File: src/rtl/seven_seg_scan_driver_if.sv
// Display-request bus of the seven-segment scan driver.
// The master supplies value, strobe and mode; the slave returns status and scan outputs.
interface seven_seg_scan_driver_if #(
  parameter int WIDTH  = 8,
  parameter int DIGITS = 3
);
  logic [WIDTH-1:0]  Value;
  logic              Load;
  logic              DecMode;
  logic              Busy;
  logic              Overflow;
  logic [7:0]        SegOut;
  logic [DIGITS-1:0] DigitEn;

  modport master (
    output Value, Load, DecMode,
    input  Busy, Overflow, SegOut, DigitEn
  );

  modport slave (
    input  Value, Load, DecMode,
    output Busy, Overflow, SegOut, DigitEn
  );
endinterface

File: src/rtl/seven_seg_scan_driver.sv
// Multiplexed seven-segment driver: captures a binary value, shows it in hex or decimal
// (serial double-dabble), with leading-zero blanking, overflow dashes and digit scanning.
module seven_seg_scan_driver #(
  parameter int WIDTH    = 8,
  parameter int DIGITS   = 3,
  parameter int SCAN_DIV = 4,
  parameter int BLANK_LZ = 1
) (
  input logic                    Clk,
  input logic                    Rst_n,
  seven_seg_scan_driver_if.slave bus
);

  localparam int BCD_W  = 4 * (DIGITS + 1);
  localparam int TICK_W = (SCAN_DIV > 1) ? $clog2(SCAN_DIV) : 1;
  localparam int IDX_W  = (DIGITS > 1) ? $clog2(DIGITS) : 1;
  localparam int CNT_W  = $clog2(WIDTH + 1);
  localparam int NB     = (WIDTH < 4 * DIGITS) ? WIDTH : 4 * DIGITS;

  typedef logic [DIGITS-1:0][7:0] disp_t;

  logic              busy_q, busy_d;
  logic              ovf_q, ovf_d;
  logic [WIDTH-1:0]  sh_q, sh_d;
  logic [BCD_W-1:0]  bcd_q, bcd_d;
  logic              lost_q, lost_d;
  logic [CNT_W-1:0]  cnt_q, cnt_d;
  disp_t             disp_q, disp_d;
  logic [TICK_W-1:0] tick_q, tick_d;
  logic [IDX_W-1:0]  idx_q, idx_d;
  logic [7:0]        seg_q, seg_d;
  logic [DIGITS-1:0] en_q, en_d;

  logic [BCD_W-1:0]  adj_s;
  logic              dec_ovf_s;
  logic              load_ok_s;

  function automatic logic [7:0] enc(input logic [3:0] n);
    logic [7:0] p;
    case (n)
      4'h0: p = 8'h3F;  4'h1: p = 8'h06;  4'h2: p = 8'h5B;  4'h3: p = 8'h4F;
      4'h4: p = 8'h66;  4'h5: p = 8'h6D;  4'h6: p = 8'h7D;  4'h7: p = 8'h07;
      4'h8: p = 8'h7F;  4'h9: p = 8'h6F;  4'hA: p = 8'h77;  4'hB: p = 8'h7C;
      4'hC: p = 8'h39;  4'hD: p = 8'h5E;  4'hE: p = 8'h79;  4'hF: p = 8'h71;
      default: p = 8'h00;
    endcase
    return p;
  endfunction

  function automatic logic [4*DIGITS-1:0] hex_nibs(input logic [WIDTH-1:0] v);
    logic [4*DIGITS-1:0] r;
    r = '0;
    for (int b = 0; b < NB; b++) r[b] = v[b];
    return r;
  endfunction

  function automatic logic hex_ovf(input logic [WIDTH-1:0] v);
    logic r;
    r = 1'b0;
    for (int b = 4 * DIGITS; b < WIDTH; b++) r = r | v[b];
    return r;
  endfunction

  // Scanning from the top digit, zeros stay blank until the first non-zero nibble.
  function automatic disp_t build_disp(input logic [4*DIGITS-1:0] nibs, input logic ovf);
    disp_t r;
    logic  lead;
    lead = 1'b1;
    for (int i = DIGITS - 1; i >= 0; i--) begin
      if (ovf) begin
        r[i] = 8'h40;
      end else begin
        lead = lead && (nibs[4*i +: 4] == 4'h0);
        if (BLANK_LZ != 0 && lead && i != 0) r[i] = 8'h00;
        else                                 r[i] = enc(nibs[4*i +: 4]);
      end
    end
    return r;
  endfunction

  // Next-state logic: scan timing, value capture and one double-dabble step per cycle.
  always_comb begin
    busy_d    = busy_q;
    ovf_d     = ovf_q;
    sh_d      = sh_q;
    bcd_d     = bcd_q;
    lost_d    = lost_q;
    cnt_d     = cnt_q;
    disp_d    = disp_q;
    tick_d    = tick_q;
    idx_d     = idx_q;
    adj_s     = bcd_q;
    dec_ovf_s = 1'b0;
    load_ok_s = bus.Load && !busy_q;

    if (tick_q == TICK_W'(SCAN_DIV - 1)) begin
      tick_d = '0;
      if (idx_q == IDX_W'(DIGITS - 1)) idx_d = '0;
      else                             idx_d = idx_q + 1'b1;
    end else begin
      tick_d = tick_q + 1'b1;
    end

    for (int n = 0; n <= DIGITS; n++) begin
      if (bcd_q[4*n +: 4] >= 4'd5) adj_s[4*n +: 4] = bcd_q[4*n +: 4] + 4'd3;
      else                         adj_s[4*n +: 4] = bcd_q[4*n +: 4];
    end

    if (load_ok_s && !bus.DecMode) begin
      ovf_d  = hex_ovf(bus.Value);
      disp_d = build_disp(hex_nibs(bus.Value), hex_ovf(bus.Value));
    end else if (load_ok_s) begin
      busy_d = 1'b1;
      sh_d   = bus.Value;
      bcd_d  = '0;
      lost_d = 1'b0;
      cnt_d  = '0;
    end else if (busy_q) begin
      // A bit carried out of the extra top nibble also means the value cannot fit.
      bcd_d  = {adj_s[BCD_W-2:0], sh_q[WIDTH-1]};
      sh_d   = sh_q << 1;
      lost_d = lost_q | adj_s[BCD_W-1];
      cnt_d  = cnt_q + 1'b1;
      dec_ovf_s = lost_d || (bcd_d[BCD_W-1 -: 4] != 4'h0);
      if (cnt_q == CNT_W'(WIDTH - 1)) begin
        busy_d = 1'b0;
        ovf_d  = dec_ovf_s;
        disp_d = build_disp(bcd_d[4*DIGITS-1:0], dec_ovf_s);
      end else begin
        busy_d = 1'b1;
      end
    end else begin
      busy_d = 1'b0;
    end

    seg_d = 8'h00;
    for (int i = 0; i < DIGITS; i++) begin
      en_d[i] = (idx_d == IDX_W'(i));
      if (idx_d == IDX_W'(i)) seg_d = disp_d[i];
      else                    seg_d = seg_d;
    end
  end

  // State and registered outputs; reset blanks the display and aborts any conversion.
  always_ff @(posedge Clk or negedge Rst_n) begin
    if (!Rst_n) begin
      busy_q <= 1'b0;
      ovf_q  <= 1'b0;
      sh_q   <= '0;
      bcd_q  <= '0;
      lost_q <= 1'b0;
      cnt_q  <= '0;
      disp_q <= '0;
      tick_q <= '0;
      idx_q  <= '0;
      seg_q  <= 8'h00;
      en_q   <= DIGITS'(1);
    end else begin
      busy_q <= busy_d;
      ovf_q  <= ovf_d;
      sh_q   <= sh_d;
      bcd_q  <= bcd_d;
      lost_q <= lost_d;
      cnt_q  <= cnt_d;
      disp_q <= disp_d;
      tick_q <= tick_d;
      idx_q  <= idx_d;
      seg_q  <= seg_d;
      en_q   <= en_d;
    end
  end

  assign bus.Busy     = busy_q;
  assign bus.Overflow = ovf_q;
  assign bus.SegOut   = seg_q;
  assign bus.DigitEn  = en_q;

endmodule

File: src/flat_wrapper.sv
// flat-port wrapper written by rule: the top's interface ports become plain ports
module seven_seg_scan_driver_flat 
#(
  parameter int WIDTH    = 8,
  parameter int DIGITS   = 3,
  parameter int SCAN_DIV = 4,
  parameter int BLANK_LZ = 1
)
  (Clk, Rst_n, bus_Value, bus_Load, bus_DecMode, bus_Busy, bus_Overflow, bus_SegOut, bus_DigitEn);
  seven_seg_scan_driver_if #(.WIDTH(WIDTH), .DIGITS(DIGITS)) bus_i ();
  input logic Clk;
  input logic Rst_n;
  input wire logic [$bits(bus_i.Value)-1:0] bus_Value;
  input wire logic [$bits(bus_i.Load)-1:0] bus_Load;
  input wire logic [$bits(bus_i.DecMode)-1:0] bus_DecMode;
  output wire logic [$bits(bus_i.Busy)-1:0] bus_Busy;
  output wire logic [$bits(bus_i.Overflow)-1:0] bus_Overflow;
  output wire logic [$bits(bus_i.SegOut)-1:0] bus_SegOut;
  output wire logic [$bits(bus_i.DigitEn)-1:0] bus_DigitEn;
  assign bus_i.Value = bus_Value;
  assign bus_i.Load = bus_Load;
  assign bus_i.DecMode = bus_DecMode;
  assign bus_Busy = bus_i.Busy;
  assign bus_Overflow = bus_i.Overflow;
  assign bus_SegOut = bus_i.SegOut;
  assign bus_DigitEn = bus_i.DigitEn;
  seven_seg_scan_driver #(.WIDTH(WIDTH), .DIGITS(DIGITS), .SCAN_DIV(SCAN_DIV), .BLANK_LZ(BLANK_LZ)) u_core (.Clk(Clk), .Rst_n(Rst_n), .bus(bus_i));
endmodule
File: config.mk
export PLATFORM = sky130hd
export DESIGN_NAME = seven_seg_scan_driver_flat
export DESIGN_NICKNAME = d
export VERILOG_FILES = /design/src/rtl/seven_seg_scan_driver_if.sv /design/src/rtl/seven_seg_scan_driver.sv /design/src/flat_wrapper.sv
export SDC_FILE = /design/constraint.sdc
export NUM_CORES = 1
export LEC_CHECK = 0
export CORE_AREA = 5 5 96 98
export CTS_BUF_LIST = sky130_fd_sc_hd__clkbuf_4 sky130_fd_sc_hd__clkbuf_8
export DETAILED_ROUTE_END_ITERATION = 7
export DIE_AREA = 0 0 101 103
export GPL_TIMING_DRIVEN = 0
export PLACE_DENSITY = 0.78
export SYNTH_ARGS = -nofsm -noshare
export SYNTH_HDL_FRONTEND = slang
export SYNTH_SLANG_ARGS = --single-unit
export TNS_END_PERCENT = 5
File: constraint.sdc
create_clock -name Clk -period 5.2 [get_ports Clk]
set_input_delay 1.04 -clock Clk [delete_from_list [all_inputs] [get_ports Clk]]
set_output_delay 1.04 -clock Clk [all_outputs]
set_load 0.05 [all_outputs]
# == Yosys cells after proc, flatten, opt, wreduce, memory -nomap -nowiden ==
# Memory sizes are Yosys's and may differ from the RTL's.
# Cells that the tools add are included.
# totals
mem_bits_ro,560
mem_count,5
word_cells,95
register_bits,70
output_inout_bits,13
# classes
n_mux,41
bitwise,2
n_eq_ne,6
magnitude_cmp,4
reduce_logical,17
n_addsub,7
# mem_list
memory,depth,width,rd,rd_ports_with_merged_regs,wr,line,text
(no name shown),16,7,1,0,0,seven_seg_scan_driver.sv:40,case (n)
(no name shown),16,7,1,0,0,seven_seg_scan_driver.sv:40,
(no name shown),16,7,1,0,0,seven_seg_scan_driver.sv:40,
(no name shown),16,7,1,0,0,seven_seg_scan_driver.sv:40,
(no name shown),16,7,1,0,0,seven_seg_scan_driver.sv:40,
# ops
cell,n
two-way mux 24 bit,4
two-way mux 8 bit,11
two-way mux 16 bit,2
two-way mux 4 bit,6
adder 4 x 2 -> 4 bit (second input constant),4
>= comparator 4 x 3 -> 1 bit (second input constant),4
two-way mux 1 bit,15
zero test 4 bit,3
== test 2 bit (second input constant),3
two-way mux 2 bit,3
nonzero test 2 bit,3
adder 2 x 1 -> 2 bit (second input constant),2
adder 4 x 1 -> 4 bit (second input constant),1
== test 4 x 3 -> 1 bit (second input constant),1
logical AND 1 bit,4
nonzero test 4 bit,1
AND reduction 3 bit,1
== test 2 x 1 -> 1 bit (second input constant),1
zero test 1 bit,2
zero test 2 bit,1
!= test 2 bit (second input constant),1
AND reduction 2 bit,1
logical OR 1 bit,1
inverter 1 bit,1
bitwise OR 1 bit,1

# == Longest topological paths before layout ==
# Gate-level depths: netlist (run 1).
# logic_depth
depth_word,19
ltp_mapped,13

# == Worst setup path after synthesis (run 1) ==
# No wires, ideal clock.
# synth_path
path_type,register to register
from,reg u_core.bcd_q[4]
to,"reg u_core.seg_q[2], in the netlist u_core.bus.SegOut[2]"
t_required_ns,5.077
n_path_buf,0
synth_period_minus_slack_ns,2.563
slack_ns,2.637
path_stages_with_launch,13
arrival_time_ns,2.440
path_cell_list,dfrtp_1 inv_1 ha_1 nor2b_1 nor3_1 a21oi_1 ha_1 and2_1 nand4_1 nand2_4 a311o_1 a32oi_1 o221a_2
# synth_via
elab_chain_cells,17
elab_cells_between_ends,23
classes_between,add/sub (1); order compare (1); mux (16); reduce/logical (3); memory (2)
# synth_rtl
item,line,text
start: declaration,seven_seg_scan_driver.sv:25,"logic [BCD_W-1:0] bcd_q, bcd_d;"
start signal: assignment,seven_seg_scan_driver.sv:150,bcd_q <= '0;
start signal: assignment,seven_seg_scan_driver.sv:162,bcd_q <= bcd_d;
adder 4 x 2 -> 4 bit or >= comparator 4 x 3 -> 1 bit (tied branches),seven_seg_scan_driver.sv:105,if (bcd_q[4*n +: 4] >= 4'd5) adj_s[4*n +: 4] = bcd_q[4*n +: 4] + 4'd3;
two-way mux 4 bit (*),seven_seg_scan_driver.sv:105,
zero test 4 bit,seven_seg_scan_driver.sv:73,lead = lead && (nibs[4*i +: 4] == 4'h0);
two-way mux 1 bit,seven_seg_scan_driver.sv:70,if (ovf) begin
two-way mux 1 bit,seven_seg_scan_driver.sv:125,if (cnt_q == CNT_W'(WIDTH - 1)) begin
two-way mux 1 bit,seven_seg_scan_driver.sv:118,end else if (busy_q) begin
two-way mux 1 bit,seven_seg_scan_driver.sv:112,end else if (load_ok_s) begin
two-way mux 1 bit,seven_seg_scan_driver.sv:109,if (load_ok_s && !bus.DecMode) begin
[... 2 more ...],n/a,
two-way mux 8 bit,seven_seg_scan_driver.sv:70,
two-way mux 24 bit (*),seven_seg_scan_driver.sv:125,
two-way mux 24 bit (*),seven_seg_scan_driver.sv:118,
two-way mux 24 bit (*),seven_seg_scan_driver.sv:112,
two-way mux 24 bit (*),seven_seg_scan_driver.sv:109,
two-way mux 8 bit,seven_seg_scan_driver.sv:139,if (idx_d == IDX_W'(i)) seg_d = disp_d[i];
two-way mux 8 bit (*),seven_seg_scan_driver.sv:139,
via u_core.seg_d[2],seven_seg_scan_driver.sv:31,"logic [7:0] seg_q, seg_d;"
end signal: assignment,seven_seg_scan_driver.sv:168,seg_q <= seg_d;
end: declaration,seven_seg_scan_driver.sv:31,
# Mark *: on every way through the listed nets, which the timed path passes. The rest lies on a longest branch. The select of a mux whose other input is x is not followed.
# A chain may end at the register's enable or synchronous reset.

# == Worst setup path after layout (run 1) ==
# layout_path
from,reg u_core.bcd_q[4]
to,"reg u_core.seg_q[3], in the netlist u_core.bus.SegOut[3]"
# Same word-level chain as after synthesis.

==> impl_summary.txt, run 1 <==
----------------------------------------------------
[Cells and area]
  Final Util ... 64.1%
  Antenna Diode Count ... 0
  Share of cells above drive strength 1 ... 6.94%
  Area growth from synthesis to final layout ... 12.2%
  Final #Nets ... 645

[Clock tree]
  Root Driver ... sky130_fd_sc_hd__clkbuf_8
  Number of buffers created by CTS ... 9
  Clk sinks ... 70
  Clock network latency to the later pin of the worst-skew pair ... 0.35 ns
  Buffers from clock root to sink, at most ... 2
  Post-CTS Setup Bufs ... 0
  Clock-pin slew on the worst setup and hold paths ... 0.08 ns
  CTS hold repair buffers ... 0
  CTS tree ... built
  Gates resized, CTS repair ... 0
  Number of H-tree levels ... 3

[Pwr]
  Static leakage ... 2.39 nW
  Power density cells ... 657 nW/um^2
  Highest ir drop seen on vdd ... 0.254 mV

[Critical path]
  Launching element type of the critical path ... register
  Top fanout value on the critical path ... 7
  Endpoint class of the critical path ... register
  Worst endpoint required time ... 5.43 ns
  WS Path Type ... reg -> reg
  Arrival @ worst endpoint ... 3.59 ns

[Die]
  Chip Width ... 101 um
  Core Rows ... 34
  I/O Pins ... 25
  Area enclosed by the die boundary ... 10400 um^2
  Effective utilization at floorplan ... 57.1%
  Vertical die dimension ... 103 um
  Core Region ... 8380 um^2

[Route]
  Drc violations ... 0
  Via total after detailed routing ... 4451
  Initial DRT Pass Iterations ... 5
  Vias/cell ... 6.24
  Aggregate routed wire length ... 12500 um
  Final routed wire length divided by cell count ... 17.6 um
  Iteration-0 DRC Markers ... 310
  Final ANT Viol Nets ... 0

[Timing]
  Tightest Pin Transition ... 0.872 ns
  Total negative setup slack ... 0 ns
  Fin crit share ... 64.5%
  Final setup violation count ... 0
  Hold Worst Slack ... 0.429 ns
  Max Clock Skew ... 0.0118 ns
  Final-report max-slew violation count ... 0
  Normalized max-slew margin ... 41.9%
  Final worst-path setup slack ... 1.85 ns
  RSZ-0062 raised after global routing ... false
  Fmax ... 0.298 GHz
  Final period demand of the worst path ... 3.35 ns
  Final Hold Viols ... 0

[Yosys]
  Sequential-to-total area share from yosys stat ... 36.6%
  Synthesized area per cell ... 8.44 um^2
  Cell taking the most area after synthesis ... sky130_fd_sc_hd__dfrtp_1
  Post-synthesis register bit count ... 70
  Number of distinct library cells after synthesis ... 66
  Post-synth top flop ... sky130_fd_sc_hd__dfrtp_1
  Share of async-settable or async-resettable flops after synthesis ... 100%
  Cell types with the largest area share after synthesis ... sky130_fd_sc_hd__dfrtp_1 36%, sky130_fd_sc_hd__ha_1 8.6%, sky130_fd_sc_hd__o21ai_0 6.7%
  Cell count after synthesis ... 567
  Fraction of synthesized cell area taken by the top area cell type ... 36.1%
  Post-synth net total ... 612
  Yosys warnings ... 0
  Number of enable-type register cells in the synthesized netlist ... 0
  Area of the mapped netlist ... 4780 um^2

[Global route]
  Largest net degree at the start of global routing ... 71
  Total gr overflow ... 0
  Global-route wire length before repair ... 20600 um
  Number of global-route vias before repair ... 4307
  Total GRT Usage ... 25.2%
  Number of antenna violations at the first check in global routing ... 0

[Placed design]
  Detailed Place HPWL ... 9080 um
  Number of input and output port buffers inserted ... 22
  Weighted congestion reported at the end of routability-driven placement ... 0.961
  Worst-case setup slack after placement ... 1.65 ns

[Run]
  Max cap viols ... 0

[Min path]
  Kind of path behind the tightest hold check ... reg -> reg

[Status]
  Outcome ... complete, no violations

----------------------------------------------------
-- synthesized netlist by cell type (4+ instances only) --
| library cell | count |
|---|---|
| sky130_fd_sc_hd__a211oi_1 | 9 |
| sky130_fd_sc_hd__clkbuf_1 | 26 |
| sky130_fd_sc_hd__o21a_1 | 5 |
| sky130_fd_sc_hd__xnor2_1 | 5 |
| sky130_fd_sc_hd__ha_1 | 33 |
| sky130_fd_sc_hd__a31oi_1 | 6 |
| sky130_fd_sc_hd__o31ai_1 | 7 |
| sky130_fd_sc_hd__nand2_1 | 83 |
| sky130_fd_sc_hd__nand2b_1 | 11 |
| sky130_fd_sc_hd__inv_1 | 29 |
| sky130_fd_sc_hd__nor2b_1 | 4 |
| sky130_fd_sc_hd__a21o_1 | 5 |
| sky130_fd_sc_hd__o21ai_0 | 64 |
| sky130_fd_sc_hd__o211ai_1 | 5 |
| sky130_fd_sc_hd__nor2_1 | 28 |
| sky130_fd_sc_hd__and2_1 | 4 |
| sky130_fd_sc_hd__nor3_1 | 13 |
| sky130_fd_sc_hd__nand3_1 | 17 |
| sky130_fd_sc_hd__mux2i_1 | 19 |
| sky130_fd_sc_hd__and3_1 | 4 |
| sky130_fd_sc_hd__a21oi_1 | 41 |
| sky130_fd_sc_hd__dfrtp_1 | 69 |
| sky130_fd_sc_hd__o22ai_1 | 8 |
| sky130_fd_sc_hd__nand4_1 | 4 |
-- kinds of logic after synthesis --
| family | count (synthesis) | share of synthesized area [%] |
|---|---|---|
| flops | 70 | 36.6 |
| mux | 22 | 4.92 |
| xor+xnor | 6 | 1.10 |
| buf+inv | 60 | 5.07 |
| fa+ha+maj | 33 | 8.63 |
| simple gates | 186 | 18.4 |
| compound gates | 190 | 25.2 |
-- routing by layer --
| layer | GRT usage [%] | wire length, um |
|---|---|---|
| met4 | 13.5 | 459 |
| met1 | 31.7 | 5340 |
| met3 | 4.40 | 721 |
| met2 | 41.7 | 6000 |
| met5 | 0 | 0 |
-- placed cells by master, fill, tap and decap left out, types with 3 or more instances in the layout --
cell,Yosys,final
sky130_fd_sc_hd__nor3b_1,3,3
sky130_fd_sc_hd__mux2i_1,19,19
sky130_fd_sc_hd__a211o_1,3,3
sky130_fd_sc_hd__clkdlybuf4s50_1,0,21
sky130_fd_sc_hd__nor3_1,13,13
sky130_fd_sc_hd__o21ai_0,64,64
sky130_fd_sc_hd__xnor2_1,5,5
sky130_fd_sc_hd__a22o_1,3,3
sky130_fd_sc_hd__o21a_1,5,5
sky130_fd_sc_hd__dfrtp_1,69,69
sky130_fd_sc_hd__nor2b_1,4,4
sky130_fd_sc_hd__a211oi_1,9,9
sky130_fd_sc_hd__nand2b_1,11,11
sky130_fd_sc_hd__o221ai_1,3,3
sky130_fd_sc_hd__inv_1,29,29
sky130_fd_sc_hd__a22oi_1,3,3
sky130_fd_sc_hd__nand3_1,17,17
sky130_fd_sc_hd__nand2_1,83,83
sky130_fd_sc_hd__nand4_1,4,4
sky130_fd_sc_hd__clkbuf_8,0,11
sky130_fd_sc_hd__and3_1,4,4
sky130_fd_sc_hd__ha_1,33,33
sky130_fd_sc_hd__a31oi_1,6,6
sky130_fd_sc_hd__clkbuf_1,26,26
sky130_fd_sc_hd__o22ai_1,8,8
sky130_fd_sc_hd__o211ai_1,5,5
sky130_fd_sc_hd__o31ai_1,7,7
sky130_fd_sc_hd__and2_1,4,4
sky130_fd_sc_hd__o32ai_1,3,3
sky130_fd_sc_hd__a21o_1,5,5
sky130_fd_sc_hd__nor2_1,28,28
sky130_fd_sc_hd__a21oi_1,41,41
-- final timing paths --
check                            startpoint                    to  slack, ns  cells after the start
setup / recovery            u_core.bcd_q[4]  u_core.bus.SegOut[3]       1.85                     11
hold / removal             u_core.tick_q[0]      u_core.tick_q[0]       0.43                      1
setup reg to reg            u_core.bcd_q[4]  u_core.bus.SegOut[3]       1.85                     11
hold reg to reg            u_core.tick_q[0]      u_core.tick_q[0]       0.43                      1
max in group asynchronous             Rst_n     u_core.disp_q[20]       3.82                      1
min in group asynchronous             Rst_n        u_core.sh_q[2]       0.78                      1
-- worst max-delay path, stage by stage, from the launching register on --
cell	delay, ns
sky130_fd_sc_hd__dfrtp_1	0.40
sky130_fd_sc_hd__inv_1	0.15
sky130_fd_sc_hd__ha_1	0.24
sky130_fd_sc_hd__nor2b_1	0.24
sky130_fd_sc_hd__nor3_1	0.07
sky130_fd_sc_hd__a21oi_1	0.50
sky130_fd_sc_hd__ha_1	0.40
sky130_fd_sc_hd__nor3_1	0.10
sky130_fd_sc_hd__o311ai_1	0.66
sky130_fd_sc_hd__o221ai_1	0.23
sky130_fd_sc_hd__nand4_1	0.14
sky130_fd_sc_hd__nand3_1	0.09
-- flip-flops by register name (all words and copies together), names as in the netlist --
| register | count |
|---|---|
| u_core.disp_q | 24 |
| u_core.bcd_q | 16 |
| u_core.bus.SegOut | 8 |
| u_core.sh_q | 8 |
| u_core.cnt_q | 4 |
| u_core.bus.DigitEn | 3 |
| u_core.idx_q | 2 |
| u_core.tick_q | 2 |
| u_core.bus.Busy | 1 |
| u_core.bus.Overflow | 1 |
| u_core.lost_q | 1 |
-- power breakdown --
group	total (W)	internal, W	switching, W
Clock	0.000518	0.000296	0.000221
Sequential	0.000854	0.000732	0.000122
Combinational	0.00215	0.000797	0.00136
Total	0.00353	0.00183	0.00170
-- stage by stage --
stage               total power, W  std cells  cell area, um^2
global placement           0.00289        697             5140
floorplan                  0.00245        567             4780
finish                     0.00353        713             5370
detailed placement         0.00296        697             5140
CTS                        0.00349        713             5370
global route               0.00380        713             5370
-- layout make-up --
type                    instances  area (um^2)
clock buffers                  11          151
flip-flops and latches         70         1750
fillers                       702         3010
multi-input cells             437         2790
plain buffers                  30          130
inverters                      30          113
well taps                     108          135
clock inverters                 5         81.3
repair buffers                 22          218
(Power assumes the default switching activity.)
==> run 2, diff against run 1 <==
==> constraint.sdc (replaced) <==
create_clock -name Clk -period 3.5 [get_ports Clk]
set_input_delay 0.7 -clock Clk [delete_from_list [all_inputs] [get_ports Clk]]
set_output_delay 0.7 -clock Clk [all_outputs]
set_load 0.05 [all_outputs]
==> impl_summary.txt, run 2 (synthesis results as in run 1) <==
----------------------------------------------------
[Status]
  Outcome ... complete, no violations

[Cells and area]
  Non-filler instance count after layout ... 713 (unchanged)
  Largest register by flop count ... u_core.disp_q
  Most common cell after layout, fill and taps aside ... sky130_fd_sc_hd__nand2_1
  Final #Nets ... 645 (unchanged)
  Total area of multi-input combinational cells ... 2800 um^2 (+0.27%)
  Storage element area ... 1750 um^2 (unchanged)
  Top library cells by usage in the layout, fill and taps aside ... 83 x sky130_fd_sc_hd__nand2_1, 69 x sky130_fd_sc_hd__dfrtp_1, 64 x sky130_fd_sc_hd__o21ai_0
  Largest registers in the final layout ... u_core.disp_q x24, u_core.bcd_q x16
  Number of flip-flops in the largest register ... 24 (unchanged)
  Area growth from synthesis to final layout ... 12.4%
  Number of fillers in the final layout ... 699 (-0.43%)
  Antenna Diode Count ... 0 (unchanged)
  Final Util ... 64.2% (+0.090 points)
  Share of cells above drive strength 1 ... 7.11% (+0.17 points)
  Post-route standard cell area excluding fillers ... 5380 um^2 (+0.14%)

[Pwr]
  Highest ir drop seen on vdd ... 0.378 mV (+49%)
  Clk network pwr share ... 14.7% (about the same)
  Static leakage ... 2.39 nW (about the same)
  Switching part of the total ... 48.3% (+0.11 points)
  Power density cells ... 976 nW/um^2 (+49%)
  Cell Int Power ... 0.00271 W (+49%)
  Sequential Power Share ... 24.2% (about the same)
  Switching power ... 0.00254 W (+49%)
  Proportion of power drawn by combinational gates ... 61.1% (about the same)

[Critical path]
  Worst endpoint required time ... 3.74 ns (-1.69 ns)
  Launching element type of the critical path ... register
  Top fanout value on the critical path ... 7 (unchanged)
  Endpoint class of the critical path ... register
  Arrival @ worst endpoint ... 3.50 ns (-0.09 ns)
  WS Path Type ... reg -> reg

[Clock tree]
  Root Driver ... sky130_fd_sc_hd__clkbuf_8
  Number of H-tree levels ... 3 (unchanged)
  Clk sinks ... 70 (unchanged)
  CTS tree ... built
  Post-CTS Setup Bufs ... 0 (unchanged)
  Number of buffers created by CTS ... 9 (unchanged)
  Clock network latency to the later pin of the worst-skew pair ... 0.36 ns (about the same)
  CTS hold repair buffers ... 0 (unchanged)
  Clock-pin slew on the worst setup and hold paths ... 0.08 ns (about the same)
  Gates resized, CTS repair ... 0 (unchanged)
  Buffers from clock root to sink, at most ... 2 (unchanged)

[Die]
  Vertical die dimension ... 103 um (unchanged)
  I/O Pins ... 25 (unchanged)
  Chip Width ... 101 um (unchanged)
  Core Region ... 8380 um^2 (unchanged)
  Core Rows ... 34 (unchanged)
  Area enclosed by the die boundary ... 10400 um^2 (unchanged)
  Effective utilization at floorplan ... 57.1% (unchanged)

[Timing]
  Final period demand of the worst path ... 3.26 ns (-0.0980 ns)
  Fin crit share ... 93.0% (+29 points)
  Final worst-path setup slack ... 0.244 ns (-1.60 ns)
  Max Clock Skew ... 0.0113 ns (-0.000499 ns)
  Total negative setup slack ... 0 ns (unchanged)
  Normalized max-slew margin ... 40.6% (-1.2 points)
  Tightest Pin Transition ... 0.884 ns (+0.0119 ns)
  Final-report max-slew violation count ... 0 (unchanged)
  RSZ-0062 raised after global routing ... false
  Final Hold Viols ... 0 (unchanged)
  Fmax ... 0.307 GHz (+3.0%)
  Final setup violation count ... 0 (unchanged)

[Route]
  Drc violations ... 0 (unchanged)
  Aggregate routed wire length ... 12500 um (about the same)
  Via total after detailed routing ... 4470 (+0.43%)
  Final ANT Viol Nets ... 0 (unchanged)
  Vias/cell ... 6.27 (+0.43%)
  Initial DRT Pass Iterations ... 8 (+3)
  Iteration-0 DRC Markers ... 375 (+21%)
  Final routed wire length divided by cell count ... 17.6 um (about the same)

[Min path]
  Kind of path behind the tightest hold check ... reg -> reg

[Placed design]
  Cell count after placement ... 697 (unchanged)
  Number of input and output port buffers inserted ... 22 (unchanged)
  Worst-case setup slack after placement ... 0.289 ns (-1.36 ns)
  Detailed Place HPWL ... 9080 um (unchanged)
  Cell Area, Placed ... 5140 um^2 (unchanged)
  Weighted congestion reported at the end of routability-driven placement ... 0.961 (unchanged)

[Global route]
  Global-route wire length before repair ... 20600 um (unchanged)
  Largest net degree at the start of global routing ... 71 (unchanged)
  Total GRT Usage ... 25.2% (unchanged)
  Number of antenna violations at the first check in global routing ... 0 (unchanged)
  Total gr overflow ... 0 (unchanged)
  Number of global-route vias before repair ... 4307 (unchanged)

[Run]
  Max cap viols ... 0 (unchanged)

----------------------------------------------------
[run 2: critical path, stage by stage (launching register included)]
cell                      delay (ns)
sky130_fd_sc_hd__dfrtp_1        0.41
sky130_fd_sc_hd__inv_1          0.16
sky130_fd_sc_hd__ha_1           0.24
sky130_fd_sc_hd__nor2b_1        0.23
sky130_fd_sc_hd__nor3_1         0.07
sky130_fd_sc_hd__a21oi_1        0.51
sky130_fd_sc_hd__ha_1           0.40
sky130_fd_sc_hd__and2_1         0.17
sky130_fd_sc_hd__nand4_1        0.17
sky130_fd_sc_hd__nand2_4        0.19
sky130_fd_sc_hd__a311o_1        0.21
sky130_fd_sc_hd__a32oi_1        0.12
sky130_fd_sc_hd__o221a_2        0.27
[run 2: path summary, 6_finish.rpt]
| kind | startpoint | end | slack, ns | depth (start not counted) |
|---|---|---|---|---|
| worst min-delay path | u_core.tick_q[0] | u_core.tick_q[0] | 0.43 | 1 |
| worst max register to register | u_core.bcd_q[4] | u_core.bus.SegOut[2] | 0.24 | 12 |
| worst max-delay path | u_core.bcd_q[4] | u_core.bus.SegOut[2] | 0.24 | 12 |
| min in group asynchronous | Rst_n | u_core.sh_q[2] | 0.45 | 1 |
| worst min register to register | u_core.tick_q[0] | u_core.tick_q[0] | 0.43 | 1 |
| max in group asynchronous | Rst_n | u_core.disp_q[20] | 2.47 | 1 |
[run 2: metal layers]
layer | GRT usage [%] | vias to the layer above | routed length [um]
li1 | - | 2108 | -
met1 | 31.7 | 2154 | 5360
met2 | 41.7 | 171 | 5990
met3 | 4.40 | 37 | 679
met4 | 13.5 | 0 | 488
met5 | 0 | - | 0
[run 2: cell type report]
class	count	share of cell area, %
multi-input cells	437	52.0
well taps	108	2.51
clock buffers	11	2.82
clock inverters	5	1.51
inverters	30	2.09
plain buffers	30	2.42
repair buffers	22	4.05
flip-flops and latches	70	32.6
[run 2: power groups by stage]
stage | registers [W] | logic, W | clock network (W)
CTS | 0.00126 | 0.00314 | 0.000781
detailed placement | 0.00128 | 0.00312 | 0
floorplan | 0.00140 | 0.00224 | 0
global route | 0.00130 | 0.00355 | 0.000817
finish | 0.00127 | 0.00321 | 0.000772
global placement | 0.00127 | 0.00303 | 0
[run 2: metrics by stage]
step	hold WS (ns)	power [W]
2_1_floorplan	0.403	0.00364
3_3_place_gp	0.414	0.00429
3_5_place_dp	0.417	0.00440
4_1_cts	0.428	0.00518
5_1_grt	0.443	0.00567
6_report	0.429	0.00525
